==> src/rtl/cpu_pkg.sv <==
// Shared types and encodings for the decode-stage hazard/forwarding scoreboard.
package cpu_pkg;

  localparam int REG_AW_DEF = 4;

  // Forward-select encodings: k+1 selects the result held by shadow stage k.
  localparam logic [1:0] FWD_RF  = 2'd0;
  localparam logic [1:0] FWD_MEM = 2'd1;
  localparam logic [1:0] FWD_WB  = 2'd2;

  typedef struct packed {
    logic                  v;
    logic [REG_AW_DEF-1:0] dest;
    logic                  load;
  } sh_entry_t;

endpackage

==> src/rtl/sb_match.sv <==
// Compares one source register against the shadow stages that can still hazard
// or forward (all but WB); reports the match vector, nearest hit and load-use hit.
module sb_match #(
  parameter int REG_AW = 4,
  parameter int DEPTH  = 3,
  parameter int SW     = 2
) (
  input  logic                        used,
  input  logic [REG_AW-1:0]           src,
  input  logic [DEPTH-2:0]            sh_v,
  input  logic [(DEPTH-1)*REG_AW-1:0] sh_dest,
  input  logic                        load0,
  output logic [DEPTH-2:0]            match,
  output logic                        near_hit,
  output logic [SW-1:0]               near_idx,
  output logic                        load_hit
);

  localparam int NS = DEPTH - 1;

  always_comb begin
    match = '0;
    for (int k = 0; k < NS; k++) begin
      match[k] = used & sh_v[k] & (sh_dest[k*REG_AW +: REG_AW] == src);
    end
  end

  // Scan oldest to youngest so the youngest producer overwrites older hits.
  always_comb begin
    near_hit = 1'b0;
    near_idx = '0;
    for (int k = NS - 1; k >= 0; k--) begin
      if (match[k]) begin
        near_hit = 1'b1;
        near_idx = SW'(k);
      end
    end
  end

  assign load_hit = match[0] & load0;

endmodule

==> src/rtl/id_scoreboard.sv <==
// Decode-stage scoreboard: shadow pipeline of in-flight destinations producing
// the ID stall, registered EXE forward selects, a pending mask and a stall counter.
module id_scoreboard
  import cpu_pkg::*;
#(
  parameter int REG_AW = REG_AW_DEF,
  parameter int DEPTH  = 3,
  parameter int FWD_EN = 1,
  parameter int CNT_W  = 16,
  localparam int NREG  = 2**REG_AW,
  localparam int SW    = $clog2(DEPTH)
) (
  input  logic              clk,
  input  logic              rst,
  input  logic              id_valid,
  input  logic [REG_AW-1:0] src1,
  input  logic              src1_en,
  input  logic [REG_AW-1:0] src2,
  input  logic              two_src,
  input  logic [REG_AW-1:0] dest,
  input  logic              wb_en,
  input  logic              mem_r_en,
  input  logic              flush,
  output logic              hazard,
  output logic [SW-1:0]     fwd_sel1,
  output logic [SW-1:0]     fwd_sel2,
  output logic [NREG-1:0]   pending_mask,
  output logic [CNT_W-1:0]  stall_cnt
);

  logic [DEPTH-1:0]  sh_v;
  logic [REG_AW-1:0] sh_dest [DEPTH];
  // The load flag only matters while the producer sits in EXE, so only stage 0 keeps it.
  logic              sh0_load;

  logic [(DEPTH-1)*REG_AW-1:0] near_dest;
  logic [DEPTH-2:0]            m1, m2;
  logic                        hit1, hit2, lh1, lh2;
  logic [SW-1:0]               idx1, idx2;
  logic                        insert;

  always_comb begin
    near_dest = '0;
    for (int k = 0; k < DEPTH - 1; k++) begin
      near_dest[k*REG_AW +: REG_AW] = sh_dest[k];
    end
  end

  sb_match #(.REG_AW(REG_AW), .DEPTH(DEPTH), .SW(SW)) u_match1 (
    .used     (id_valid & src1_en),
    .src      (src1),
    .sh_v     (sh_v[DEPTH-2:0]),
    .sh_dest  (near_dest),
    .load0    (sh0_load),
    .match    (m1),
    .near_hit (hit1),
    .near_idx (idx1),
    .load_hit (lh1)
  );

  sb_match #(.REG_AW(REG_AW), .DEPTH(DEPTH), .SW(SW)) u_match2 (
    .used     (id_valid & two_src),
    .src      (src2),
    .sh_v     (sh_v[DEPTH-2:0]),
    .sh_dest  (near_dest),
    .load0    (sh0_load),
    .match    (m2),
    .near_hit (hit2),
    .near_idx (idx2),
    .load_hit (lh2)
  );

  assign hazard = ~flush & ((FWD_EN != 0) ? (lh1 | lh2) : (|(m1 | m2)));
  assign insert = id_valid & ~hazard & ~flush;

  always_comb begin
    pending_mask = '0;
    for (int k = 0; k < DEPTH; k++) begin
      if (sh_v[k]) pending_mask[sh_dest[k]] = 1'b1;
    end
  end

  always_ff @(posedge clk) begin
    if (rst) begin
      sh_v      <= '0;
      sh0_load  <= 1'b0;
      fwd_sel1  <= '0;
      fwd_sel2  <= '0;
      stall_cnt <= '0;
      for (int k = 0; k < DEPTH; k++) sh_dest[k] <= '0;
    end else begin
      for (int k = DEPTH - 1; k > 0; k--) begin
        sh_v[k]    <= sh_v[k-1];
        sh_dest[k] <= sh_dest[k-1];
      end
      sh_v[0]    <= insert & wb_en;
      sh_dest[0] <= dest;
      sh0_load   <= insert & mem_r_en;
      fwd_sel1   <= (insert && FWD_EN != 0 && hit1) ? idx1 + SW'(1) : '0;
      fwd_sel2   <= (insert && FWD_EN != 0 && hit2) ? idx2 + SW'(1) : '0;
      if (hazard && stall_cnt != '1) stall_cnt <= stall_cnt + CNT_W'(1);
    end
  end

endmodule
==> config.mk <==
export PLATFORM = sky130hd
export DESIGN_NAME = id_scoreboard
export DESIGN_NICKNAME = d
export VERILOG_FILES = /design/src/rtl/cpu_pkg.sv /design/src/rtl/sb_match.sv /design/src/rtl/id_scoreboard.sv
export SDC_FILE = /design/constraint.sdc
export NUM_CORES = 1
export LEC_CHECK = 0
export CORE_ASPECT_RATIO = 1.25
export CORE_UTILIZATION = 35
export DETAILED_ROUTE_END_ITERATION = 7
export MAX_ROUTING_LAYER = met4
export PLACE_DENSITY = 0.57
export SLEW_MARGIN = 20
export SYNTH_ARGS = -nofsm -noshare
export SYNTH_HDL_FRONTEND = slang
export SYNTH_SLANG_ARGS = --single-unit
==> constraint.sdc <==
create_clock -name clk -period 2.5 [get_ports clk]
set_clock_uncertainty 0.05 [all_clocks]
set_input_delay 0.5 -clock clk [delete_from_list [all_inputs] [get_ports clk]]
set_output_delay 0.5 -clock clk [all_outputs]
set_load 0.02 [all_outputs]
==> results by group, run 1 <==
STA
  – Slew Limit Fails: 0
  – Crit path time final: 2400 ps
  – Hold Vio Cnt, Final: 0
  – Fmax: 416 MHz
  – RSZ-0062 raised after global routing: false
  – Rel. slew slack: 70.6%
  – Final setup violating endpoints: 0
  – PnR worst setup slack: 98.8 ps
  – Fin crit share: 96.0%
  – Slew @ Worst Pin: 437 ps
  – WHS: 480 ps

Die
  – DIE WIDTH: 72.5 µm
  – DIE HEIGHT: 90.2 µm
  – Die footprint: 6540 µm²
  – IO Count: 57
  – Initial core utilization: 36.9%
  – Core area: 5900 µm²
  – Num rows: 31

Synthesis
  – Register area share after synthesis: 33.1%
  – Synthesized flop and latch total: 36
  – Ys async rst share: 0%
  – Post-synth EDFFs: 0
  – Cell area after synthesis: 2180 µm²
  – Syn_nets: 298
  – Yosys cell types: 41
  – Avg Inst Size Synth: 7.86 µm²
  – Synth top area share: 33.1%
  – Yosys top cell by area: dfxtp_1
  – Ranking of synthesized cells by area: dfxtp_1 (33%), nor2b_1 (7.5%), nand2_1 (6.2%), nand3_1 (4.1%), xnor2_1 (3.6%)
  – Post-synth top flop: dfxtp_1
  – Yosys warnings: 0
  – Syn Inst Count: 277

Final layout
  – Design area: 3090 µm²
  – Storage cell area: 722 µm²
  – Final Util: 52.5%
  – Multi-input gate area: 1360 µm²
  – Nets: 370
  – ANT cells: 0
  – Area delta synth->final: 42.2%
  – Ratio of cells with drive above 1 in the final layout: 16.0%
  – Filler cells: 593

Critical path
  – CP Max Fanout: 26
  – CP Capture Type: flop
  – Kind of critical path: in2reg
  – Critical path endpoint: stall_cnt[12]$_SDFFE_PP0P_
  – Setup crit start: src2[2]
  – RR Endpoint: stall_cnt[13]$_SDFFE_PP0P_
  – CP startpoint kind: primary input
  – Worst-case reg-to-reg path depth: 5
  – CP Data Required Time: 2630 ps
  – Worst R2R Start: stall_cnt[3]$_SDFFE_PP0P_
  – Crit path DAT: 2530 ps
  – Setup slack, reg-to-reg: 290 ps

Global route
  – Initial antenna violation count: 0
  – First-pass GRT wire length: 10,800 µm
  – Largest net degree at the start of global routing: 27
  – Remaining Overflow, GRT: 0
  – Total GRT Usage: 21.5%
  – Vias in the first global route: 2,217

Drt
  – Antenna Nets Post-Route: 0
  – DR WL/cell: 14.7 µm
  – Total Wirelength: 6360 µm
  – Starting DRT DRC Count: 182
  – Vias per cell: 5.35
  – Via count: 2,313
  – Post-route DRC: 0
  – Drt pass-1 iters: 5

Clocking
  – Clock-pin transition on the worst setup and hold timing paths: 70 ps
  – Sink Count: 36
  – Worst-case clock buffer depth: 2
  – Root buffer cell: clkbuf_8
  – Clk_lat worst skew: 290 ps
  – H-tree depth: 2
  – Cts bufs inserted: 5
  – CTS tree: done
  – Post-CTS Setup Bufs: 0

Place
  – # port buffers: 56
  – Final estimated routing congestion in global placement: 0.910
  – Pre-CTS setup slack: -416 ps
  – DP Area: 2950 µm²
  – Detail Placement HPWL: 4760 µm

Pwr
  – Leak: 1.39 nW
  – Total power: 1.16 mW
  – Maximum vdd ir drop: 0.194 mV
  – Pwr dens: 376 nW/µm²

Outcome
  – Status: completed

Flow run
  – Max Cap Viol: 0

Min path
  – HP Class: reg2reg
## logic make-up (layout without fill, tap and decap cells)
logic type / count (synthesis) / in the layout / synth area share, %
AOI/OAI and AO/OA: 40 / 40 / 13.1
xor gates and xnor gates: 16 / 16 / 6.79
adders and majority gates: 1 / 1 / 0.575
buffers and inverters: 25 / 98 / 5.64
DFF: 36 / 36 / 33.1
muxes: 6 / 6 / 3.11
and+or+nand+nor: 153 / 153 / 37.7
## flip-flops by register name, indices dropped and copies added (netlist names)
signal,flops
sh_v,3
sh_dest,12
fwd_sel1,2
stall_cnt,16
fwd_sel2,2
sh0_load,1
## cell usage after synthesis, types with 3 or more instances
cell type	count
nand2_1	36
clkbuf_1	12
buf_6	3
nand2b_1	3
a21oi_1	10
o21ai_0	4
and3_1	6
nand3_1	18
inv_1	7
o31ai_1	3
nor2_1	19
a22oi_1	9
xor2_1	6
nor2b_1	26
or3_1	7
mux2_2	6
nor3b_1	6
nor3_1	6
xnor2_1	9
nor4_1	7
dfxtp_1	36
a32oi_1	6
or4_1	3
nand4_1	7
## through the flow
step | TNS, ps | cells
CTS | 0 | 432
global route | 0 | 432
global placement | -2060 | 424
detailed placement | -2280 | 424
finish | 0 | 432
floorplan | 0 | 277
## report_power, final
group	total [mW]	internal (mW)	leakage (nW)	switching (mW)
logic	0.143	0.0789	1.04	0.0643
clock network	0.422	0.220	0.0510	0.202
registers	0.597	0.583	0.293	0.0146
total	1.16	0.881	1.39	0.281
## final cells by class
class,instances,area share (%)
clock buffers,6,2.67
clock inverters,2,0.323
inverters,7,0.849
multi-input cells,216,44.0
flip-flops and latches,36,23.3
well taps,82,3.32
repair buffers,83,25.6
## critical path, stage by stage
cell,delay (ps)
clkdlybuf4s50_1,500
xnor2_1,130
nand3_1,130
o32a_1,340
buf_4,230
nor4_1,320
mux2_2,370
## per-layer routing
metal	global-route usage (%)	part of all wire, %	vias to the layer above
met5	-	0	-
met4	9.15	3.1	0
met3	3.48	5.0	16
met2	34.9	50	104
met1	26.0	42	1069
li1	-	-	1124
## placed cells by master, fill, tap and decap left out, drive strengths merged, types with 8 or more instances in the layout
master,instances
clkdlybuf4s50,37
nand2,36
dfxtp,36
buf,28
nor2b,26
nor2,19
nand3,18
dlymetal6s2s,14
a21oi,10
xnor2,10
a22oi,9
nor4,8
## worst min-delay path by stage
stage	startpoint	end	slack [ps]	depth (start not counted)
2_1_floorplan	sh0_load$_SDFF_PP0_	fwd_sel1[0]$_SDFF_PP0_	420	1
3_3_place_gp	stall_cnt[5]$_SDFFE_PP0P_	stall_cnt[5]$_SDFFE_PP0P_	460	2
3_5_place_dp	stall_cnt[5]$_SDFFE_PP0P_	stall_cnt[5]$_SDFFE_PP0P_	460	2
4_1_cts	stall_cnt[5]$_SDFFE_PP0P_	stall_cnt[5]$_SDFFE_PP0P_	480	2
5_1_grt	stall_cnt[5]$_SDFFE_PP0P_	stall_cnt[5]$_SDFFE_PP0P_	510	2
6_report	stall_cnt[5]$_SDFFE_PP0P_	stall_cnt[5]$_SDFFE_PP0P_	480	2
## repair_timing
action,CTS,global route
endpoints found under the setup margin,12,17
hold buffers,0,0
resized for setup,12,20
pin swaps,0,2
Note: power is estimated with default switching activity, not from simulation.
==> run 2: changes to the inputs <==
--- a/config.mk
+++ b/config.mk
@@ -5,7 +5,7 @@
 export SDC_FILE = /design/constraint.sdc
 export NUM_CORES = 1
 export LEC_CHECK = 0
-export CORE_ASPECT_RATIO = 1.25
+export CORE_ASPECT_RATIO = 0.8
 export CORE_UTILIZATION = 35
 export DETAILED_ROUTE_END_ITERATION = 7
 export MAX_ROUTING_LAYER = met4
==> results by group, run 2 (synthesized netlist as in run 1, its figures left out) <==
Outcome
  – Status: completed

Clocking
  – Clock-pin transition on the worst setup and hold timing paths: 70 ps
  – Hold-fix buffers at CTS: 0
  – Post-CTS Setup Bufs: 0
  – CTS tree: done
  – Clk_lat worst skew: 290 ps
  – H-tree depth: 2
  – Worst-case clock buffer depth: 2
  – Root buffer cell: clkbuf_8
  – Sink Count: 36
  – Cts bufs inserted: 5

Drt
  – Met2 wire length: 2380 µm
  – Metal3 WL: 470 µm
  – DR WL/cell: 14.6 µm
  – Antenna Nets Post-Route: 0
  – Vias per cell: 5.26
  – Max Used Layer: met4
  – Via count: 2,256
  – Starting DRT DRC Count: 200
  – Met1 wire length: 3390 µm
  – Total Wirelength: 6270 µm
  – Drt pass-1 iters: 4
  – Post-route DRC: 0

Final layout
  – Max reg flops: 16
  – Largest reg by FF count: stall_cnt
  – Ratio of cells with drive above 1 in the final layout: 18.1%
  – Final Util: 52.5%
  – Area delta synth->final: 43.3%
  – Non-filler instance count after layout: 429
  – Largest regs: stall_cnt (16), sh_dest (12), sh_v (3)
  – ANT cells: 0
  – Nets: 368
  – Commonest non-fill, non-tap cell in the layout: clkdlybuf4s50_1
  – Design area: 3120 µm²
  – Filler cells: 615
  – Commonest cells after routing, fill and taps aside: clkdlybuf4s50_1 (45), nand2_1 (36), dfxtp_1 (29)

Global route
  – Total GRT Usage: 20.4%
  – Vias in the first global route: 1,986
  – First-pass GRT wire length: 10,200 µm
  – Initial antenna violation count: 0
  – Largest net degree at the start of global routing: 27
  – Remaining Overflow, GRT: 0

STA
  – Fin crit share: 95.5%
  – Crit path time final: 2390 ps
  – Rel. slew slack: 69.3%
  – Slew @ Worst Pin: 456 ps
  – RSZ-0062 raised after global routing: false
  – PnR worst setup slack: 111 ps
  – Fmax: 419 MHz
  – Hold Vio Cnt, Final: 0
  – Slew Limit Fails: 0
  – Final setup violating endpoints: 0

Pwr
  – Leak: 1.26 nW
  – Maximum vdd ir drop: 0.311 mV
  – Total power: 1.25 mW
  – Pwr dens: 402 nW/µm²

Critical path
  – Kind of critical path: reg2out
  – CP startpoint kind: flop
  – CP Max Fanout: 7
  – CP Data Required Time: 1950 ps
  – Crit path DAT: 1840 ps
  – CP Capture Type: output pin

Place
  – Pre-CTS setup slack: -454 ps
  – Detail Placement HPWL: 4800 µm
  – DP Area: 2930 µm²
  – Placed insts: 421
  – # port buffers: 56
  – Final estimated routing congestion in global placement: 0.976

Min path
  – HP Class: reg2reg

Flow run
  – Max Cap Viol: 0

Die
  – IO Count: 57
  – DIE HEIGHT: 72.5 µm
  – Num rows: 25
  – Core area: 5940 µm²
  – DIE WIDTH: 90.2 µm
  – Die footprint: 6540 µm²
  – Initial core utilization: 36.6%
run 2: cell type report:
class                      instances  area (µm²)  area share, %
sequential                        36         729           23.4
inverter                           7        26.3          0.843
clock inverter                     3        42.5           1.36
timing repair buffer              81         763           24.5
clock buffer                       5        68.8           2.21
tap                               81         101           3.25
multi-input combinational        216        1390           44.5
run 2: final timing paths:
kind | cells past startpoint | slack (ps) | to | startpoint
setup / recovery | 4 | 110 | pending_mask[7] | sh_dest[0][10]$_SDFF_PP0_
setup reg to reg | 6 | 310 | stall_cnt[11]$_SDFFE_PP0P_ | sh_dest[0][3]$_SDFF_PP0_
hold reg to reg | 1 | 460 | sh_dest[0][5]$_SDFF_PP0_ | sh_dest[0][1]$_SDFF_PP0_
hold / removal | 1 | 460 | sh_dest[0][5]$_SDFF_PP0_ | sh_dest[0][1]$_SDFF_PP0_
run 2: power by group:
group,internal (mW),switching (mW),leakage [nW]
logic,0.0766,0.0624,0.910
clock network,0.295,0.220,0.0541
registers,0.583,0.0174,0.295
run 2: through the flow:
stage                     hold WS (ps)  setup TNS, ps
after global placement             451          -2420
after detailed placement           453          -2730
final                              462              0
after floorplan                    416              0
after global routing               488              0
after CTS                          465          -15.9
run 2: what timing repair did:
item | 4_1_cts | 5_1_grt
setup endpoints to repair | 9 | 20
gates resized for setup | 9 | 27
pin swaps | 0 | 4
run 2: metal layers:
metal	up-vias	global-route usage, %
met3	2	4.72
li1	1128	-
met1	1044	31.6
met2	82	25.8
met5	-	-
met4	0	4.30
run 2: critical path, stage by stage, from the launching register on:
cell	delay [ps]
dfxtp_1	480
nor2b_1	330
nand2_1	90
nand2_1	60
clkdlybuf4s50_1	590
==> variant 1 (flow settings as in run 1) <==
Register the output `stall_cnt` once more; this adds one clock of latency there. The other outputs are not delayed to match.
--- a/src/rtl/id_scoreboard.sv
+++ b/src/rtl/id_scoreboard.sv
@@ -29,2 +29,4 @@
 );
+
+  logic [CNT_W-1:0] stall_cnt_s0;
 
@@ -88,3 +90,3 @@
       fwd_sel2  <= '0;
-      stall_cnt <= '0;
+      stall_cnt_s0 <= '0;
       for (int k = 0; k < DEPTH; k++) sh_dest[k] <= '0;
@@ -100,3 +102,3 @@
       fwd_sel2   <= (insert && FWD_EN != 0 && hit2) ? idx2 + SW'(1) : '0;
-      if (hazard && stall_cnt != '1) stall_cnt <= stall_cnt + CNT_W'(1);
+      if (hazard && stall_cnt_s0 != '1) stall_cnt_s0 <= stall_cnt_s0 + CNT_W'(1);
     end
@@ -104,2 +106,6 @@
 
+  always_ff @(posedge clk) begin
+    stall_cnt <= stall_cnt_s0;
+  end
+
 endmodule
Function: changed (a bounded check fails within 4 cycles, from zero or initial values and one cycle with rst high).
==> variant 1 against run 1 <==
  * Total power is 27% higher
  * Sequential cell count is 16 higher
  * Area after synthesis up 9.4%
  * Cell area increased by 8.1%
  * Worst setup slack worse by 0.060 ns
  * Routed wire length fell by 6.0%
  * Worst hold slack worse by 0.14 ns
  * Register-to-register slack improved by 0.04 ns
  * Critical path depth fell by 1
  * First-iteration DRC count decreased by 65%
  * Critical path type is now primary input to output port
==> variant 1: results (changes against run 1) <==
Post-Synth Adder-Cell Area 0.526% (-0.049 points); gr usage total 18.8% (-2.7 points); worst r2r path cells 6 (+1); first-pass GRT wire length 9970 um (-7.8%); area occupied by multi-input gates 0.00130 mm^2 (-4.5%); WHS Path Cells 0 (-2); Syn Inst Count 273 (-1.4%); detailed placement HPWL 4540 um (-4.8%); Peak VDD IR 0.343 mV (+76%); synth cell count leaders dfxtp_1, nand2_1, nor2b_1; Internal Power 1140 uW (+29%); clk cell area share 2.88% (-0.11 points); nets@finish 371 (+0.27%); CP max FO 2 (-92%); placed cells 430 (+1.4%); worst-margin pin slew 0.497 ns (+0.0604 ns); dpl ws -0.437 ns (-0.0209 ns); switch share 22.9% (-1.3 points); # fillers 609 (+2.7%); FF+latch area 0.00105 mm^2 (+45%); Tapcell Cnt 87 (+6.1%); share of cells above drive strength 1 16.2% (+0.24 points); CP Launch Point two_src; post-route cell area 0.00335 mm^2 (+8.1%); DR vias 2188 (-5.4%); P_seq 852 uW (+43%); mux share of post-synthesis cell area 1.84% (-1.3 points); Seq/Total Area, Yosys 43.7% (+11 points); Cell Area, Placed 0.00318 mm^2 (+8.0%); vias in the first global route 2146 (-3.2%); run status completed; synth top area cells dfxtp_1, nor2b_1, nand2_1; Signal inverters 4 (-3)
variant 1: cell count changes after synthesis, sizes merged, moves of 4 or more:
cell   delta
nor2      -5
nor3      -4
xor2      -4
nor4      -5
xnor2     +4
dfxtp    +16
variant 1: final timing paths:
check                         end  slack (ns)
hold / removal      stall_cnt[10]        0.34
setup reg to reg  stall_cnt_s0[3]        0.33
hold reg to reg     stall_cnt[10]        0.34
setup / recovery           hazard        0.04
variant 1: repair_timing:
action                                  CTS  global route
endpoints found under the hold margin     0             0
pin swaps                                 0             1
hold buffers                              0             0
resized for setup                        10            28
endpoints found under the setup margin   10            17
variant 1: per-layer routing:
metal	vias to the layer above	global-route usage, %	wire length [um]
met5	-	-	0
met4	0	7.56	98
met3	6	2.79	220
met2	54	31.9	3130
met1	1000	21.7	2520
li1	1128	-	-
==> variant 2 (flow settings as in run 1) <==
Without the edit above. Change the parameter `CNT_W` from 16 to 20.
--- a/src/rtl/id_scoreboard.sv
+++ b/src/rtl/id_scoreboard.sv
@@ -8,3 +8,3 @@
   parameter int FWD_EN = 1,
-  parameter int CNT_W  = 16,
+  parameter int CNT_W  = 20,
   localparam int NREG  = 2**REG_AW,
Ports: changed (resized stall_cnt); port bits go from 57 to 61. No check against the original RTL was run, so the function may have changed too.
==> variant 2 against run 1 <==
  * Critical path depth fell by 1
  * Worst setup slack improved by 0.011 ns
  * Sequential cell count rose by 4
  * Area after synthesis rose by 8.3%
  * Cell area rose by 5.8%
  * Routed wire length rose by 1.1%
  * Total power rose by 4.6%
  * Sequential power rose by 11%
==> variant 2: results (changes against run 1) <==
run status completed; Routability Congestion 0.892 (-2.0%); Critical R2R Launch stall_cnt[10]; htree depth 2 (unchanged); vias in the first global route 2205 (-0.54%); Min-Delay Endpoint stall_cnt[16]; Leakage 0.00135 uW (-2.6%); WHS Path Cells 2 (unchanged); largest net degree at the start of global routing 22 (-19%); Longest Clk Path Bufs 2 (unchanged); Vias/cell 5.11 (-4.5%); # fillers 682 (+15%); Yosys Warn Count 0 (unchanged); Netlist cell types 44 (+7.3%); Cell Area, Placed 0.00316 mm^2 (+7.2%); R2R setup slack 0.34 ns (+0.05 ns); postcts setup bufs 0 (unchanged); cell family with most CP delay buffers and inverters; Post-Route WL 6430 um (+1.1%); synth top area cells dfxtp_1, nor2b_1, nand2_1; gr usage total 19.4% (-2.1 points); Largest regs stall_cnt: 20 flops, sh_dest: 12 flops, sh_v: 3 flops; port bufs 60 (+7.1%); Seq/Total Area, Yosys 34.0% (+0.85 points); Diodes inserted 0 (unchanged); Hold Crit Start stall_cnt[16]; first drt pass iteration count 4 (-1); Synthesized Nets 310 (+4.0%); worst-margin pin slew 0.344 ns (-0.0924 ns); Iter 0 DRT Violations 73 (-60%); first-pass GRT wire length 10100 um (-6.6%); crit path DAT 1.84 ns (-0.69 ns); P_sw 303 uW (+7.8%); RR Endpoint stall_cnt[7]; synth cell count leaders dfxtp_1, nand2_1, nor2b_1; detailed placement HPWL 5010 um (+5.2%); share of cells above drive strength 1 18.6% (+2.6 points); worst r2r path cells 6 (+1); CP max FO 2 (-92%); nets@finish 386 (+4.3%); Hold/Removal Path Class register to register; Peak VDD IR 0.248 mV (+28%)
-- variant 2: cell count changes in the layout (fill, tap and decap cells not counted), sizes merged, moves of 3 or more --
cell                  run 1  this run
clkdlybuf4s50            37        55
dfxtp                    36        40
dlygate4sd2               4         0
dlymetal6s2s             14         4
nor2                     19        22
nor3                      6        12
nor3b                     6         3
nor4                      8         4
o311ai                    0         3
or3                       7         4
xnor2                    10         2
xor2                      6        14
-- variant 2: logic make-up (layout without fill, tap and decap cells) --
kind of cell    after synthesis  count (layout)  share of synthesized area, %
xor+xnor                     16              16                          5.95
compound gates               42              42                          12.7
buf+inv                      24             101                          5.68
simple gates                158             158                          37.3
fa+ha+maj                     1               1                         0.531
flops                        40              40                          34.0
mux                           8               8                          3.82
-- variant 2: cell type report --
| type | count | area share, % |
|---|---|---|
| tap | 87 | 3.32 |
| sequential | 40 | 24.7 |
| inverter | 6 | 0.688 |
| clock inverter | 3 | 0.573 |
| clock buffer | 5 | 2.10 |
| timing repair buffer | 87 | 24.7 |
| multi-input combinational | 225 | 43.9 |
-- variant 2: what timing repair did --
action                     in CTS  in global routing
setup endpoints to repair       8                 17
gates resized for setup         6                 15
pin swaps                       1                  1
-- variant 2: how the worst max path moves through the flow --
stage                        from  cells after the start  slack (ns)              end
floorplan           stall_cnt[10]                      6        0.47    stall_cnt[13]
global placement          src2[0]                      6       -0.26           hazard
detailed placement        src2[3]                      6       -0.27           hazard
CTS                       sh_v[0]                      5      -0.008  pending_mask[8]
global route        sh_dest[0][6]                      5        0.01  pending_mask[9]
finish                    src1[2]                      6        0.11           hazard
-- variant 2: power groups by stage --
stage	combinational (uW)	clock (uW)	sequential, uW
global placement	131	0	678
detailed placement	131	0	678
global route	143	473	666
floorplan	72.4	0	664
CTS	132	445	663
finish	132	420	664
-- variant 2: per-layer routing --
| layer | wire, um | GRT usage, % |
|---|---|---|
| met3 | 259 | 3.11 |
| met5 | 0 | - |
| met2 | 3310 | 34.9 |
| met4 | 124 | 8.02 |
| met1 | 2730 | 20.5 |
-- variant 2: worst reg2reg max path: cells and delay by family (launching register included) --
kind	cells	cell delay [ns]
flops	1	0.44
buf+inv	1	0.23
mux	1	0.28
simple gates	4	1.06
-- variant 2: stage by stage --
| step | utilization [%] | hold slack, ns | power, uW | std cells | worst slack (ns) |
|---|---|---|---|---|---|
| after floorplan | - | 0.426 | 736 | 289 | 0.472 |
| after CTS | 49.9 | 0.473 | 1240 | 453 | -0.00849 |
| after global routing | 50.2 | 0.488 | 1280 | 453 | 0.0114 |
| after global placement | 48.4 | 0.458 | 808 | 445 | -0.257 |
| after detailed placement | 48.4 | 0.454 | 808 | 445 | -0.269 |
| final | 50.2 | 0.468 | 1220 | 453 | 0.110 |
